--- src/rtl/isa_pkg.sv ---
// Shared ISA definitions for the load-use scoreboard: opcode values, the
// function-code ranges that select which registers an ALU op reads, and the
// decode helper that turns a raw 16-bit instruction into source-use flags.
package isa_pkg;

  typedef enum logic [1:0] {
    OP_LOAD   = 2'b00,
    OP_STORE  = 2'b01,
    OP_BRANCH = 2'b10,
    OP_ALU    = 2'b11
  } opcode_e;

  // ALU function ranges. Register-register forms start at func 0000.
  localparam logic [3:0] FUNC_RR_HI   = 4'h5;  // 0000..0101 read rs and rd
  localparam logic [3:0] FUNC_RD_ONLY = 4'h6;  // 0110 reads rd only
  localparam logic [3:0] FUNC_RS_LO   = 4'h8;  // 1000..1011 read rs only
  localparam logic [3:0] FUNC_RS_HI   = 4'hB;

  // Instruction field layout, most significant field first.
  typedef struct packed {
    logic [1:0] op;
    logic [2:0] rd;
    logic [2:0] rs;
    logic [3:0] func;
    logic [3:0] imm;
  } instr_t;

  // Which register fields an instruction reads, and whether it writes rd
  // through the load path.
  typedef struct packed {
    logic use_rs;
    logic use_rd;
    logic is_load;
  } src_use_t;

  function automatic src_use_t decode_src_use(input logic [15:0] raw);
    instr_t   ins;
    src_use_t use_f;
    ins   = raw;
    use_f = '0;
    case (opcode_e'(ins.op))
      OP_LOAD: begin
        use_f.use_rs  = 1'b1;
        use_f.is_load = 1'b1;
      end
      OP_STORE: begin
        // Stores read the address base and the data register.
        use_f.use_rs = 1'b1;
        use_f.use_rd = 1'b1;
      end
      OP_ALU: begin
        if (ins.func <= FUNC_RR_HI) begin
          use_f.use_rs = 1'b1;
          use_f.use_rd = 1'b1;
        end else if (ins.func == FUNC_RD_ONLY) begin
          use_f.use_rd = 1'b1;
        end else if ((ins.func >= FUNC_RS_LO) && (ins.func <= FUNC_RS_HI)) begin
          use_f.use_rs = 1'b1;
        end
      end
      default: ;  // branches and unlisted ALU functions read nothing
    endcase
    return use_f;
  endfunction

endpackage

--- src/rtl/sb_counter_cell.sv ---
// One register's load-latency countdown. Busy while the count is non-zero.
module sb_counter_cell #(
  parameter int LOAD_LAT = 1
) (
  input  logic clk,
  input  logic rst,
  input  logic set,
  input  logic clr,
  output logic busy
);

  localparam int CW = $clog2(LOAD_LAT + 1);

  logic [CW-1:0] r_count;

  // Countdown: reset/flush clear, a new load reloads (wins over decrement),
  // otherwise count down to zero and stay there.
  // NOTE: state updates use non-blocking assignments so every flop samples
  // pre-edge values regardless of block evaluation order.
  always_ff @(posedge clk) begin
    if (rst || clr) begin
      r_count <= '0;
    end else if (set) begin
      r_count <= CW'(LOAD_LAT);
    end else if (r_count != '0) begin
      r_count <= r_count - CW'(1);
    end
  end

  assign busy = (r_count != '0);

endmodule

--- src/rtl/load_use_scoreboard.sv ---
// Load-use hazard scoreboard. Tracks registers that are waiting for load data,
// stalls the issue stage when a presented instruction reads one of them, and
// counts stalled cycles in a saturating performance counter.
module load_use_scoreboard
  import isa_pkg::*;
#(
  parameter int NREG     = 8,
  parameter int LOAD_LAT = 1,
  parameter int CNT_W    = 16
) (
  input  logic             clk,
  input  logic             rst,
  input  logic             issue_valid,
  input  logic [15:0]      issue_instr,
  input  logic             flush,
  output logic             stall,
  output logic [NREG-1:0]  busy_mask,
  output logic [CNT_W-1:0] stall_count
);

  instr_t           w_instr;
  src_use_t         w_use;
  logic [NREG-1:0]  w_busy;
  logic [NREG-1:0]  w_set;
  logic             w_rs_busy;
  logic             w_rd_busy;
  logic             w_hazard;
  logic             w_live;
  logic             w_accept;
  logic             w_load_accept;
  logic             w_unused;
  logic [CNT_W-1:0] r_stall_count;

  assign w_instr  = issue_instr;
  assign w_use    = decode_src_use(issue_instr);
  // The low nibble is an immediate the scoreboard never inspects.
  assign w_unused = ^w_instr.imm;

  // Look up the busy flag of the rs and rd fields. Field values that name a
  // register beyond NREG are never tracked, so they never report busy.
  // NOTE: every always_comb output gets a default first so no path leaves
  // it unassigned, which would otherwise infer a latch.
  always_comb begin
    w_rs_busy = 1'b0;
    w_rd_busy = 1'b0;
    for (int r = 0; r < NREG; r++) begin
      if (int'(w_instr.rs) == r) w_rs_busy = w_busy[r];
      if (int'(w_instr.rd) == r) w_rd_busy = w_busy[r];
    end
  end

  assign w_hazard      = (w_use.use_rs && w_rs_busy) || (w_use.use_rd && w_rd_busy);
  // Reset and flush both mask the issue slot: nothing stalls, nothing accepts.
  assign w_live        = issue_valid && !flush && !rst;
  assign stall         = w_live && w_hazard;
  assign w_accept      = w_live && !w_hazard;
  assign w_load_accept = w_accept && w_use.is_load;

  // Route an accepted load to the counter of its destination register.
  always_comb begin
    w_set = '0;
    for (int r = 0; r < NREG; r++) begin
      if (int'(w_instr.rd) == r) w_set[r] = w_load_accept;
    end
  end

  for (genvar g = 0; g < NREG; g++) begin : g_cell
    sb_counter_cell #(
      .LOAD_LAT (LOAD_LAT)
    ) u_cell (
      .clk  (clk),
      .rst  (rst),
      .set  (w_set[g]),
      .clr  (flush),
      .busy (w_busy[g])
    );
  end

  // Saturating count of stalled cycles; holds at all-ones.
  always_ff @(posedge clk) begin
    if (rst) begin
      r_stall_count <= '0;
    end else if (stall && (r_stall_count != '1)) begin
      r_stall_count <= r_stall_count + CNT_W'(1);
    end
  end

  assign busy_mask   = w_busy;
  assign stall_count = r_stall_count;

endmodule

--- config.mk ---
export PLATFORM = sky130hd
export DESIGN_NAME = load_use_scoreboard
export DESIGN_NICKNAME = d
export VERILOG_FILES = /design/src/rtl/isa_pkg.sv /design/src/rtl/sb_counter_cell.sv /design/src/rtl/load_use_scoreboard.sv
export SDC_FILE = /design/constraint.sdc
export NUM_CORES = 1
export LEC_CHECK = 0
export CORE_MARGIN = 2
export CORE_UTILIZATION = 48
export CTS_CLUSTER_DIAMETER = 150
export DETAILED_ROUTE_END_ITERATION = 10
export HOLD_SLACK_MARGIN = 0.15
export MAX_ROUTING_LAYER = met4
export PLACE_DENSITY = 0.94
export SLEW_MARGIN = 20
export SYNTH_ARGS = -nofsm -noshare
export SYNTH_HDL_FRONTEND = slang
export SYNTH_SLANG_ARGS = --single-unit
--- constraint.sdc ---
create_clock -name clk -period 4.2 [get_ports clk]
set_clock_uncertainty 0.05 [all_clocks]
set_input_delay 0.63 -clock clk [delete_from_list [all_inputs] [get_ports clk]]
set_output_delay 0.63 -clock clk [all_outputs]
set_load 0.05 [all_outputs]
# After elaboration in Yosys (flattened, before gate mapping)

Index checks and enable logic that the tools add are counted.

Output and inout port bits: 25
Register bits after elaboration: 24

Add/sub/neg operators: 9
Reductions and logical operators: 18
Order comparisons: 3
Equal/unequal tests: 18
Multiplexer cells: 47

Operators by type and width:

| operator                | count |
|---|---|
| $mux W1                 | 44 |
| $eq A3 B3 Y1 const B    | 8 |
| $add A16 B1 Y16 const B | 1 |
| $ne A16 B16 Y1 const B  | 1 |
| $eq A3 B2 Y1 const B    | 4 |
| $logic_and A1 B1 Y1     | 9 |
| $sub A1 B1 Y1 const B   | 8 |
| $eq A3 B1 Y1 const B    | 2 |
| $logic_not A3 Y1        | 2 |
| $eq A4 B3 Y1 const B    | 1 |
| $ge A4 B4 Y1 const B    | 1 |
| $le A4 B3 Y1 const B    | 1 |
| $le A4 B4 Y1 const B    | 1 |
| $pmux W1 S2             | 2 |
| $logic_not A1 Y1        | 3 |
| $eq A2 B1 Y1 const B    | 1 |
| $eq A2 B2 Y1 const B    | 1 |
| $logic_not A2 Y1        | 1 |
| $logic_or A1 B1 Y1      | 2 |
| $mux W2                 | 1 |
| $reduce_or A2 Y1        | 1 |

# Longest topological paths before layout

Gate-level depths: netlist of the first run.

Depth after elaboration: 16
Mapped depth: 10
Mapped depth without buffers: 7

# Cells and area by module

Synthesis of the first run repeated with hierarchy kept, for this count alone.

Cell total of the unflattened synthesis: 159
Area total of the unflattened synthesis: 1,383.8 µm²

Modules (own cells, without submodules):

| module              | instances | area an instance (µm²) | cells an instance |
|---|---|---|---|
| load_use_scoreboard | 1         | 1,123.6                | 143 |
| sb_counter_cell     | 8         | 32.5                   | 2 |

# Worst setup path before layout of the first run

OpenSTA, ideal clock, no wires.

Path type: input to output
From: input port issue_instr[11]
To: output port stall
Path slack: 1.324 ns
Path buffers: 3
Cell stages on the path: 8
Data arrival time: 2.196 ns
Data required time: 3.520 ns
Cell sequence: buf_4 mux4_2 nor2b_1 nor3b_2 a32oi_2 buf_4 buf_6 inv_1

Cells in the longest elaborated chain, start to end: 12

RTL lines:

| element                 | RTL line                  | source |
|---|---|---|
| start, declared         | load_use_scoreboard.sv:14 | `input logic [15:0] issue_instr,` |
| $logic_not A3 Y1        | load_use_scoreboard.sv:48 | `if (int'(w_instr.rd) == r) w_rd_busy = w_busy[r];` |
| $mux W1 (7 in series)   | load_use_scoreboard.sv:48 |  |
| $mux W1 (*)             | load_use_scoreboard.sv:48 |  |
| $logic_and A1 B1 Y1 (*) | load_use_scoreboard.sv:52 | `assign w_hazard = (w_use.use_rs && w_rs_busy) \|\| (w_use.use_rd && w_rd_busy);` |
| $logic_or A1 B1 Y1 (*)  | load_use_scoreboard.sv:52 |  |
| $logic_and A1 B1 Y1 (*) | load_use_scoreboard.sv:55 | `assign stall = w_live && w_hazard;` |
| end, declared           | load_use_scoreboard.sv:16 | `output logic stall,` |

Mark *: on every way between the ends. The rest lies on a longest branch, timed or not.

# Worst setup path after layout of the first run

Ends and elaborated chain as after synthesis.

==> results.py, run 1 <==
metrics = {
    "route": {
        "routedWlPerCell_microns": 15.5,
        "vias_per_cell": 6.18,
        "postRouteAntennaNets": 0,
        "dr_total_vias": 1285,
        "drt_iter0_drc": 45,
        "routed_wl_mm": 3.23,
        "remaining_drc_errors": 0,
        "firstDrtPassIters": 4,
    },
    "yosys": {
        "synth_top_flop_cell": "dfxtp_1",
        "yosys.area.top_type": "dfxtp_1",
        "syn_inst": 150,
        "syn-cell-area_sq_um": 1330,
        "yosysSeqAreaShare_pct": 36.2,
        "synth_area_leaders": "dfxtp_1, o31ai_1, or4_1, a21oi_1, buf_4",
        "yosys.cell_types.count": 34,
        "async_reset_ff_share_pct": 0,
        "synth.top_cell.area_share_pct": 36.2,
        "avgSynthCellArea_sq_um": 8.86,
        "ys_warn_count": 0,
        "synth.most_common_cell": "dfxtp_1",
        "syn-num-nets": 171,
        "synth_top_cells_by_count": "dfxtp_1, a21oi_1, o31ai_1, or4_1, buf_4",
        "synth-seq-cells": 24,
        "synth_edf_count": 0,
    },
    "grt": {
        "grt_max_degree": 32,
        "gr-total-overflow": 0,
        "track_usage_pct": 21.4,
        "antenna_found_initial": 0,
        "grt_pass1_wl_mm": 5.41,
        "grt_pass1_vias": 1214,
    },
    "final_layout": {
        "area_growth_pct": 28.4,
        "fill_cells": 238,
        "antenna_cells": 0,
        "layout-drive-gt1-share_pct": 7.34,
        "fin_nets": 199,
        "post_layout_nonfiller_instances": 208,
        "seqCellArea_sq_um": 480,
        "multi_input_comb_area_sq_um": 718,
    },
    "worst_setup_path": {
        "end_kind": "primary output",
        "r2r_cells": 6,
        "crit_buf_inv": 3,
        "cpPeakStageDelay_ps": 640,
        "slowest_stage": "clkdlybuf4s50_1",
        "arrival_ps": 2550,
        "critPathMaxFanout": 8,
        "crit_required_ps": 3520,
        "path_cells": "clkdlybuf4s50_1 -> mux4_2 -> nor2b_1 -> nor3b_2 -> a32oi_2 -> inv_1 -> buf_4",
        "cpLargestDelayFamily": "buffers and inverters",
        "start_kind": "input port",
        "timing.rr.end": "stall_count[3]$_SDFFE_PP0P_",
        "critPathKind": "in2out",
        "rrSetupSlack_ps": 2010,
        "r2r-start": "stall_count[0]$_SDFFE_PP0P_",
    },
    "placement": {
        "gp_congestion": 0.904,
        "dp_cells": 204,
        "hpwlAfterDp_mm": 2.38,
        "portBuffers": 40,
    },
    "die": {
        "die_h_microns": 56.6,
        "die_w_microns": 56.6,
        "dieArea_sq_um": 3210,
        "coreArea_sq_um": 2690,
        "io_pins": 45,
        "initial_core_util_pct": 49.5,
        "rows": 19,
    },
    "sta": {
        "timing.slew.headroom_pct": 44.7,
        "finalCritPeriodShare_pct": 77.0,
        "rsz0062_at_grt": "no",
        "tightest_slew_ps": 829,
        "fmax_ghz": 0.309,
        "finalSetupViolCount": 0,
        "final.min_clock_period_ps": 3230,
        "hold_violations": 0,
        "fin_setup_tns_ps": 0,
        "holdWs_ps": 459,
        "drv_slew": 0,
    },
    "power": {
        "p_seq_share_pct": 53.6,
        "max-vdd-ir-drop_uv": 186,
        "comb_power_share_pct": 7.4,
        "power.density_nw_per_um2": 249,
        "p_clk_share_pct": 38.9,
        "p_sw_uw": 83.3,
        "switching_share_pct": 19.6,
        "leakage_uw": 0.000537,
        "p_int_uw": 342,
    },
    "clocking": {
        "hold_buffers": 0,
        "clock_sinks": 24,
        "cts_inserted_buffers": 3,
        "cts_root_buf": "clkbuf_4",
        "cts_resized": 0,
        "htreeDepth": 1,
        "cts.clk_slew.worst_paths_ps": 140,
        "postCtsSetupRepairBufs": 0,
        "cts_tree": "done",
        "clkLatencyLatePin_ps": 320,
        "cts_buffer_depth": 2,
    },
    "run": {
        "maxCapViolCount": 0,
    },
    "min_path": {
        "hold-path-endpoint": "stall_count[7]$_SDFFE_PP0P_",
        "hold_class": "reg2reg",
        "hold_depth": 2,
        "holdCritStartpoint": "stall_count[7]$_SDFFE_PP0P_",
    },
    "status": {
        "status": "finished clean",
    },
}
stage by stage:
step                      total power, uW  area [sq um]  setup slack [ps]  utilization, %
after CTS                             428          1710               952            63.5
after global routing                  441          1710               846            63.5
after floorplan                       248          1330              1320               -
after detailed placement              265          1650               959            61.6
after global placement                264          1650               998            61.5
final                                 426          1710               968            63.5
power groups by stage:
stage               sequential [uW]  combinational [uW]  clock, uW
finish                          228                31.7        166
global placement                233                30.7          0
global route                    229                34.2        178
floorplan                       233                14.9          0
detailed placement              233                31.6          0
CTS                             228                31.8        167
worst max-delay path by stage:
stage / startpoint / to / slack (ps) / cells past startpoint
2_1_floorplan: issue_instr[11] / stall / 1320 / 8
3_3_place_gp: issue_instr[11] / stall / 1000 / 7
3_5_place_dp: issue_instr[11] / stall / 960 / 7
4_1_cts: issue_instr[11] / stall / 950 / 7
5_1_grt: issue_instr[11] / stall / 850 / 7
6_report: issue_instr[11] / stall / 970 / 7
layer usage:
layer  routed length [microns]  up-vias  global-route usage (%)
li1                          -      628                       -
met1                      1340      599                    24.7
met2                      1650       52                    38.0
met3                       188        6                    3.46
met4                        49        0                    6.12
met5                         0        -                       -
state kept, by name, summed over array words and instances, names as in the netlist:
signal	count
stall_count	16
g_cell.u_cell.busy	8
placed cells by master (no fill, tap or decap), types with 2 or more instances in the layout:
cell type and instances:
inv_1 3, nor2b_1 2, o31ai_1 13, mux4_2 3
clkbuf_4 3, or4_1 13, and3_1 2, clkdlybuf4s50_1 39
nand3_1 5, nand3b_1 2, and4_1 4, nand2b_1 5
dfxtp_1 24, nor2_1 6, nand2_1 9, buf_4 2
nand4_1 5, nor3_1 2, o21ai_0 4, a21oi_1 17
tightest hold or removal path, delay by kind of cell (launching register included):
family             cells  cell delay (ps)
AOI/OAI and AO/OA      2              130
DFF                    1              360
cells by family (layout without fill, tap and decap cells):
kind of cell,Yosys count,count (layout),share of synthesized area [%]
and+or+nand+nor,60,60,27.2
AOI/OAI and AO/OA,39,39,19.0
DFF,24,24,36.2
buffers and inverters,21,48,9.98
muxes,5,5,6.69
adders and majority gates,1,1,0.941
area by class of cell:
class,count,share of cell area [%]
clock buffers,3,1.32
clock inverters,1,1.76
inverters,3,0.660
multi-input cells,105,42.1
flip-flops and latches,24,28.2
well taps,31,2.27
repair buffers,41,23.8
Power figures use the tool's default switching activity.
==> inputs of run 2 (changes only) <==
--- a/config.mk
+++ b/config.mk
@@ -6,12 +6,12 @@
 export NUM_CORES = 1
 export LEC_CHECK = 0
 export CORE_MARGIN = 2
-export CORE_UTILIZATION = 48
+export CORE_UTILIZATION = 40
 export CTS_CLUSTER_DIAMETER = 150
 export DETAILED_ROUTE_END_ITERATION = 10
 export HOLD_SLACK_MARGIN = 0.15
 export MAX_ROUTING_LAYER = met4
-export PLACE_DENSITY = 0.94
+export PLACE_DENSITY = 0.85
 export SLEW_MARGIN = 20
 export SYNTH_ARGS = -nofsm -noshare
 export SYNTH_HDL_FRONTEND = slang
==> constraint.sdc (replaced) <==
create_clock -name clk -period 2.85 [get_ports clk]
set_clock_uncertainty 0.05 [all_clocks]
set_input_delay 0.4275 -clock clk [delete_from_list [all_inputs] [get_ports clk]]
set_output_delay 0.4275 -clock clk [all_outputs]
set_load 0.05 [all_outputs]
==> run 2 against run 1 <==
Against the previous run:
- via count up 0.23%
- register-to-register slack lost 1300 ps
- core utilization fell by 6.2 points
==> results.py, run 2 (same netlist as run 1, synthesis figures left out) <==
metrics = {
    "status": {
        "status": "finished clean",
    },
    "sta": {
        "worst_slack_ps": 173,
        "fin_setup_tns_ps": 0,
        "timing.slew.headroom_pct": 66.1,
        "finalCritPeriodShare_pct": 93.9,
        "finalSetupViolCount": 0,
        "hold_violations": 0,
        "drv_slew": 0,
        "final.min_clock_period_ps": 2680,
        "rsz0062_at_grt": "no",
        "fmax_ghz": 0.374,
        "tightest_slew_ps": 507,
    },
    "worst_setup_path": {
        "cp_num_cells": 7,
        "r2r_cells": 7,
        "cpPeakStageDelay_ps": 510,
        "critPathKind": "in2out",
        "crit_start": "issue_instr[11]",
        "slowest_stage": "mux4_2",
        "start_kind": "input port",
        "path_cells": "clkdlybuf4s50_1 -> mux4_2 -> nor2b_1 -> nor3b_2 -> a32oi_4 -> inv_1 -> buf_4",
        "critPathMaxFanout": 4,
        "r2r-start": "g_cell[6].u_cell.busy$_SDFF_PP0_",
        "end_kind": "primary output",
        "rrSetupSlack_ps": 680,
        "crit_required_ps": 2370,
        "cpLargestDelayFamily": "buffers and inverters",
        "timing.rr.end": "stall_count[11]$_SDFFE_PP0P_",
        "arrival_ps": 2200,
        "crit_buf_inv": 3,
    },
    "die": {
        "rows": 20,
        "die_w_microns": 61.6,
        "initial_core_util_pct": 42.8,
        "coreArea_sq_um": 3100,
        "die_h_microns": 61.6,
        "dieArea_sq_um": 3800,
        "io_pins": 45,
    },
    "clocking": {
        "cts.clk_slew.worst_paths_ps": 130,
        "hold_buffers": 0,
        "cts_buffer_depth": 2,
        "cts_tree": "done",
        "clock_sinks": 24,
        "cts_inserted_buffers": 3,
        "clkLatencyLatePin_ps": 330,
        "htreeDepth": 1,
        "cts_root_buf": "clkbuf_4",
    },
    "route": {
        "postRouteAntennaNets": 0,
        "routed_wl_mm": 3.23,
        "routedWlPerCell_microns": 14.2,
        "drt_iter0_drc": 103,
        "vias_per_cell": 5.67,
        "dr_total_vias": 1288,
        "top_layer_used": "met4",
        "remaining_drc_errors": 0,
        "met1_length_mm": 1.35,
        "firstDrtPassIters": 4,
        "wl_met3_microns": 141,
        "route.met2.wl_mm": 1.68,
    },
    "power": {
        "power.density_nw_per_um2": 360,
        "switching_share_pct": 20.7,
        "p_clk_share_pct": 39.3,
        "leakage_uw": 0.000572,
        "p_sw_uw": 132,
        "p_seq_share_pct": 52.6,
        "p_int_uw": 507,
        "max-vdd-ir-drop_uv": 214,
        "comb_power_share_pct": 8.1,
    },
    "final_layout": {
        "area_growth_pct": 33.9,
        "fin_nets": 205,
        "fill_cells": 303,
        "layout-drive-gt1-share_pct": 9.84,
        "antenna_cells": 0,
        "layout_commonest_cell": "clkdlybuf4s50_1",
        "layout_common_cells": "clkdlybuf4s50_1, dfxtp_1, a21oi_1, o31ai_1, or4_1",
        "largest_register_ffs": 16,
    },
    "min_path": {
        "hold_depth": 2,
        "hold-path-endpoint": "stall_count[7]$_SDFFE_PP0P_",
        "holdCritStartpoint": "stall_count[7]$_SDFFE_PP0P_",
        "hold_class": "reg2reg",
    },
    "grt": {
        "gr-total-overflow": 0,
        "grt_pass1_wl_mm": 5.24,
        "antenna_found_initial": 0,
        "grt_pass1_vias": 1202,
        "grt_max_degree": 22,
        "track_usage_pct": 19.3,
    },
    "placement": {
        "preCtsSetupSlack_ps": 6.98,
        "gp_congestion": 0.821,
        "hpwlAfterDp_mm": 2.48,
        "portBuffers": 40,
    },
    "run": {
        "maxCapViolCount": 0,
    },
}
==> run 2: layer usage <==
layer  GRT usage (%)  vias up
li1                -      642
met1            22.2      596
met2            33.5       45
met3            2.52        5
met4            7.90        0
met5               -        -
==> run 2: timing repair <==
action	4_1_cts	5_1_grt
resized for setup	0	2
setup endpoints to repair	1	1
pin swaps	1	0
setup buffers	0	0
==> run 2: power groups by stage <==
stage	clock (uW)	combinational, uW	sequential (uW)
6_report	252	51.6	336
5_1_grt	275	55.0	337
4_1_cts	254	50.7	336
3_5_place_dp	0	50.6	344
3_3_place_gp	0	49.2	344
2_1_floorplan	0	21.9	344
==> run 2: per-stage QoR <==
step	instances	instance area, sq um	util [%]	hold WS, ps	power (uW)
finish	227	1780	57.3	450	640
global route	227	1780	57.3	496	667
CTS	227	1770	56.9	455	641
detailed placement	223	1710	55.2	439	394
global placement	223	1710	55.2	427	393
floorplan	150	1330	-	562	366
==> run 2: layout make-up <==
class	count	area (sq um)	share of cell area, %
tap	44	55.1	3.09
clock buffer	3	22.5	1.27
timing repair buffer	47	453	25.5
inverter	3	11.3	0.633
multi-input combinational	105	727	40.9
sequential	24	480	27.0
clock inverter	1	30.0	1.69
==> run 2: how the worst max path moves through the flow <==
stage | endpoint | slack, ps
2_1_floorplan | stall | 380
3_3_place_gp | stall | 70
3_5_place_dp | stall | 7
4_1_cts | stall | 10
5_1_grt | stall | 80
6_report | stall | 170
==> run 2: worst register-to-register path, delay by kind of cell, from the launching register on <==
kind | cells | cell delay (ps)
flip-flops | 1 | 410
AO/OA/AOI/OAI | 2 | 320
multiplexers | 1 | 260
AND/OR/NAND/NOR | 3 | 840
buffers and inverters | 1 | 230
